## config.mk

```make
export PLATFORM = sky130hd
export DESIGN_NAME = graduation_list
export DESIGN_NICKNAME = d
export VERILOG_FILES = /design/src/rtl/graduation_list.sv
export SDC_FILE = /design/constraint.sdc
export NUM_CORES = 1
export LEC_CHECK = 0
export BUFFER_PORTS_ARGS = -buffer_cell sky130_fd_sc_hd__buf_2
export CORE_MARGIN = 10
export CORE_UTILIZATION = 40
export DETAILED_ROUTE_END_ITERATION = 8
export GPL_TIMING_DRIVEN = 1
export PLACE_DENSITY = 0.64
export SYNTH_ARGS = -nofsm -noshare
export SYNTH_HDL_FRONTEND = slang
export SYNTH_SLANG_ARGS = --single-unit
```

## constraint.sdc

```tcl
create_clock -name clk -period 3.2 [get_ports clk]
set_clock_uncertainty 0.2 [all_clocks]
set_input_delay 0.64 -clock clk [delete_from_list [all_inputs] [get_ports clk]]
set_output_delay 0.64 -clock clk [all_outputs]
set_load 0.03 [all_outputs]
```

## src/rtl/graduation_list.sv

```systemverilog
// In-order completion tracker: tags decoded instructions, collects
// results from several writeback ports and retires them in program order.
module graduation_list #(
   parameter int ARCH_LEN = 32,
   parameter int REG_FILE_LEN = 32,
   parameter int DEPTH = 8,
   parameter int NUM_WB = 2,
   localparam int RW = $clog2(REG_FILE_LEN),
   localparam int IDW = $clog2(DEPTH)
) (
   input  logic                     clk,
   input  logic                     rst,
   input  logic                     flush_i,
   input  logic                     alloc_valid_i,
   output logic                     alloc_ready_o,
   input  logic [RW-1:0]            alloc_dst_reg_i,
   input  logic                     alloc_reg_write_enable_i,
   input  logic                     alloc_is_store_i,
   output logic [IDW-1:0]           alloc_id_o,
   input  logic [NUM_WB-1:0]        wb_valid_i,
   input  logic [NUM_WB*IDW-1:0]    wb_id_i,
   input  logic [NUM_WB*ARCH_LEN-1:0] wb_data_i,
   output logic                     retire_valid_o,
   input  logic                     retire_ready_i,
   output logic [IDW-1:0]           retire_id_o,
   output logic [RW-1:0]            retire_dst_reg_o,
   output logic [ARCH_LEN-1:0]      retire_data_o,
   output logic                     retire_reg_write_enable_o,
   output logic                     retire_is_store_o,
   output logic [IDW:0]             count_o,
   output logic                     empty_o,
   output logic                     full_o
);

   localparam logic [IDW:0] FULL_CNT = (IDW+1)'(DEPTH);

   logic [DEPTH-1:0]    valid;
   logic [DEPTH-1:0]    done;
   logic [DEPTH-1:0]    rwe;
   logic [DEPTH-1:0]    st;
   logic [RW-1:0]       dst [DEPTH];
   logic [ARCH_LEN-1:0] data [DEPTH];
   logic [IDW-1:0]      head;
   logic [IDW-1:0]      tail;
   logic [IDW:0]        count;
   logic                alloc_fire;
   logic                retire_fire;
   logic [IDW-1:0]      wid [NUM_WB];
   logic [ARCH_LEN-1:0] wdat [NUM_WB];

   for (genvar k = 0; k < NUM_WB; k++) begin : g_wb
      assign wid[k] = wb_id_i[k*IDW +: IDW];
      assign wdat[k] = wb_data_i[k*ARCH_LEN +: ARCH_LEN];
   end

   assign full_o = (count == FULL_CNT);
   assign empty_o = (count == '0);
   assign alloc_ready_o = !full_o;
   assign alloc_id_o = tail;
   assign count_o = count;

   // Retire is decoded from registered state only; no writeback bypass.
   assign retire_valid_o = valid[head] && done[head];
   assign retire_id_o = head;
   assign retire_dst_reg_o = dst[head];
   assign retire_data_o = data[head];
   assign retire_reg_write_enable_o = rwe[head];
   assign retire_is_store_o = st[head];

   assign alloc_fire = alloc_valid_i && !full_o;
   assign retire_fire = retire_valid_o && retire_ready_i;

   always_ff @(posedge clk) begin
      if (rst || flush_i) begin
         valid <= '0;
         done <= '0;
         head <= '0;
         tail <= '0;
         count <= '0;
      end else begin
         // Descending order: the lowest-index port's write lands last.
         for (int k = NUM_WB-1; k >= 0; k--) begin
            if (wb_valid_i[k] && valid[wid[k]] && !done[wid[k]]) begin
               done[wid[k]] <= 1'b1;
               data[wid[k]] <= wdat[k];
            end
         end
         if (retire_fire) begin
            valid[head] <= 1'b0;
            head <= head + 1'b1;
         end
         if (alloc_fire) begin
            valid[tail] <= 1'b1;
            done[tail] <= 1'b0;
            data[tail] <= '0;
            dst[tail] <= alloc_dst_reg_i;
            rwe[tail] <= alloc_reg_write_enable_i;
            st[tail] <= alloc_is_store_i;
            tail <= tail + 1'b1;
         end
         unique case ({alloc_fire, retire_fire})
            2'b10: count <= count + 1'b1;
            2'b01: count <= count - 1'b1;
            default: count <= count;
         endcase
      end
   end

endmodule
```

==> reports/qor.csv <==
stage,metric,value,unit
clock_network,Clock Latency Late Sink,0.56,ns
logic_synthesis,synthesized area per cell,11.4,sq um
logic_synthesis,proportion of netlist area held by the largest area contributor,0.321,
setup_path,sort of element at the start of the critical path,flop,
routing,Iteration-0 DRC Markers,1210,
logic_synthesis,syn_nets,1649,
clock_network,TritonCTS clock tree,built,
pwr,standby leakage power,0.00693,uW
pwr,power per cell area,457,mW/mm^2
setup_path,data arrival time at the worst-slack endpoint,2.31,ns
logic_synthesis,commonest cells in the synthesized netlist,"285 x sky130_fd_sc_hd__dfxtp_1, 235 x sky130_fd_sc_hd__mux2i_1, 101 x sky130_fd_sc_hd__clkbuf_1",
logic_synthesis,Main synth FF type,sky130_fd_sc_hd__dfxtp_1,
logic_synthesis,Post-Synthesis Cells,1560,
layout,"Area growth, synth to finish",15.3,%
floorplanning,standard-cell row count,77,
pwr,Final Total Pwr,9360,uW
timing,Least-Margin Pin Slew,1.13,ns
logic_synthesis,sequential fraction of the synthesis area,0.416,
clock_network,CTS Hold Buffers Added,0,
logic_synthesis,cell types with the largest area share after synthesis,"sky130_fd_sc_hd__dfxtp_1 32%, sky130_fd_sc_hd__mux2i_1 13%, sky130_fd_sc_hd__mux4_2 9.9%, sky130_fd_sc_hd__edfxtp_1 9.5%, sky130_fd_sc_hd__o2bb2ai_1 4.8%",
logic_synthesis,number of enable-type register cells in the synthesized netlist,56,
logic_synthesis,Cell variety after synth,73,
global_routing,global-route wire length before repair,85800,microns
timing,endpoints failing setup,0,
setup_path,endpoint of the most critical register-to-register path,data[2][25],
job,number of maximum-capacitance violations,0,
floorplanning,die outline width,231,microns
logic_synthesis,library cell occupying the most area in the post-synthesis netlist,sky130_fd_sc_hd__dfxtp_1,
routing,Vias per Instance,6.07,
setup_path,Crit Path Class,flop to output pin,
setup_path,Critical R2R Launch,count_o[1],
setup_path,cells along the critical path,"buf_12, buf_12, mux4_2, mux2_4, buf_4",
setup_path,Worst Reg-to-Reg Cells,7,
placed_design,number of I/O port buffers,136,
global_routing,sum of overflow across all layers after global routing,0,
timing,Slew headroom,0.245,
floorplanning,IO Count,137,
clock_network,clock sinks,341,
placed_design,post-detailed-placement cell area,0.0190,sq mm
layout,"final std cell area, no fill",0.0205,sq mm
routing,Wirelength per Cell,25.6,microns
pwr,worst supply voltage drop on vdd,393,uV
placed_design,routability cong.,0.890,
setup_path,R2R Setup Slk,0.23,ns
global_routing,number of global-route vias before repair,13900,
clock_network,clk root buf,sky130_fd_sc_hd__clkbuf_16,
setup_path,critical path required time,2.36,ns
setup_path,CP Capture Type,output pin,
layout,share of layout cells above drive strength 1,0.308,
timing,ratio of final minimum period to clock period,0.986,
setup_path,Critical Path Fanout Max,12,
timing,max-slew violation count,0,
global_routing,antenna violations before repair,12,
min_path,hold path start,alloc_reg_write_enable_i,
floorplanning,area of the placeable core,0.0440,sq mm
clock_network,CTS Buffer Depth,3,
floorplanning,die height,231,microns
floorplanning,die outline area,0.0533,sq mm
clock_network,clock buffers created by TritonCTS,39,
timing,Final min period,3.15,ns
logic_synthesis,register bit count reported by yosys,341,
logic_synthesis,ys async rst share,0,
layout,number of nets in the layout,1683,
floorplanning,Initial Utilization,0.404,
routing,remaining number of nets flagged by the antenna check after routing,0,
placed_design,sum of net half-perimeters after detailed placement,34900,microns
outcome,result of the run,completed,
routing,length of the first detailed-routing pass in iterations,5,
global_routing,largest net degree at the start of global routing,42,
logic_synthesis,warnings from Yosys,0,
global_routing,GRT Resource Usage Total,0.206,
timing,number of failing hold endpoints at the final stage,0,
setup_path,"most used cell, CP",sky130_fd_sc_hd__buf_12,
min_path,Min-Delay Endpoint,rwe[3],
setup_path,max incr delay on CP,0.52,ns
min_path,Hold/Removal Path Class,input port to flop,
logic_synthesis,"count leader, synth",sky130_fd_sc_hd__dfxtp_1,
routing,detailed-route DRC error count,0,
layout,utilization after layout,0.466,
routing,Via Count,13500,
setup_path,slowest library cell on the worst path,sky130_fd_sc_hd__mux4_2,
layout,fillers,4015,
logic_synthesis,Post-Syn Area,0.0178,sq mm
routing,Post-Route WL,56900,microns
clock_network,level count of the clock H-tree,2,
clock_network,clock input transition at the sequential cells of the worst setup and hold paths,0.06,ns
min_path,hold path cells,1,
timing,maximum achievable frequency,317,MHz
## routing by layer
layer	share of wire	vias up	GRT usage
met1	0.40	6765	0.249
met2	0.49	538	0.356
li1	-	6046	-
met3	0.072	124	0.0448
met5	0.0010	-	0
met4	0.029	10	0.0738
## power breakdown
group | internal, uW | switching, uW
clock network | 2610 | 1840
logic | 170 | 279
registers | 4430 | 36.5
## worst max-delay path by stage
stage / start / to / slack [ns] / depth (start not counted)
final: flop / retire_data_o[30] / 0.05 / 5
after floorplan: retire_id_o[2] / count_o[2] / 0.06 / 13
after CTS: flop / retire_data_o[18] / -0.0008 / 4
after detailed placement: wb_id_i[1] / data[2][18] / 0.15 / 6
after global placement: flush_i / data[3][31] / 0.22 / 8
after global routing: flop / retire_data_o[27] / -0.0002 / 5
## critical path: cells and delay by family (launching register included)
| kind | cells | cell delay (ns) |
|---|---|---|
| DFF | 1 | 0.37 |
| buffers and inverters | 3 | 0.52 |
| muxes | 2 | 0.84 |
## per-stage QoR
stage,hold WS [ns],worst slack (ns),cells,setup TNS [ns]
2_1_floorplan,0.236,0.0569,1560,0
3_3_place_gp,0.249,0.225,2139,0
3_5_place_dp,0.266,0.153,2139,0
4_1_cts,0.132,-0.000776,2212,-0.000776
5_1_grt,0.158,-0.000159,2220,-0.000159
6_report,0.153,0.0464,2220,0
## kinds of logic (layout without fill, tap and decap cells)
| group | count (synthesis) | count (layout) | share of synthesized area |
|---|---|---|---|
| AO/OA/AOI/OAI | 381 | 381 | 0.185 |
| adder cells (fa/ha/maj) | 5 | 5 | 0.00352 |
| other | 0 | 5 | 0 |
| XOR/XNOR | 5 | 5 | 0.00246 |
| AND/OR/NAND/NOR | 249 | 249 | 0.0769 |
| flip-flops | 341 | 341 | 0.416 |
| buffers and inverters | 226 | 289 | 0.0596 |
| multiplexers | 353 | 353 | 0.257 |
## final cells by class
type	instances	area (sq um)	area share
inverter	11	48.8	0.00238
tap	592	741	0.0361
sequential	341	7400	0.361
clock buffer	56	1120	0.0547
timing repair buffer	208	1620	0.0792
antenna	5	12.5	0.000610
multi-input combinational	993	9410	0.459
clock inverter	14	144	0.00702
## state kept, by name, summed over array words and instances, names as in the netlist, 4 cells and up, named ones only
register	count
count_o	4
rwe	8
valid	8
dst	40
done	8
st	8
data	256
## cells in the final DEF, fill, tap and decap left out, types with 6 or more instances in the layout
master	n
sky130_fd_sc_hd__a211oi_1	20
sky130_fd_sc_hd__buf_4	53
sky130_fd_sc_hd__o31ai_1	65
sky130_fd_sc_hd__nor2_1	11
sky130_fd_sc_hd__a31oi_1	35
sky130_fd_sc_hd__a211oi_2	48
sky130_fd_sc_hd__or2_2	7
sky130_fd_sc_hd__nand2b_1	8
sky130_fd_sc_hd__o2bb2ai_1	97
sky130_fd_sc_hd__dfxtp_1	282
sky130_fd_sc_hd__nand2_1	88
sky130_fd_sc_hd__clkbuf_8	6
sky130_fd_sc_hd__o2bb2ai_2	30
sky130_fd_sc_hd__mux2_2	32
sky130_fd_sc_hd__inv_1	8
sky130_fd_sc_hd__a21oi_1	59
sky130_fd_sc_hd__mux2_4	7
sky130_fd_sc_hd__buf_2	120
sky130_fd_sc_hd__buf_12	23
sky130_fd_sc_hd__mux2i_1	235
sky130_fd_sc_hd__edfxtp_1	56
sky130_fd_sc_hd__buf_6	10
sky130_fd_sc_hd__or3_1	12
sky130_fd_sc_hd__nor3_1	69
sky130_fd_sc_hd__clkbuf_16	41
sky130_fd_sc_hd__clkbuf_1	10
sky130_fd_sc_hd__nand3_1	7
sky130_fd_sc_hd__mux4_2	78
## what timing repair did
item,in CTS,in global routing
buffers inserted,2,2
endpoints found under the setup margin,36,22
gates resized for setup,34,0
gates cloned,1,1
(Power assumes the default switching activity.)
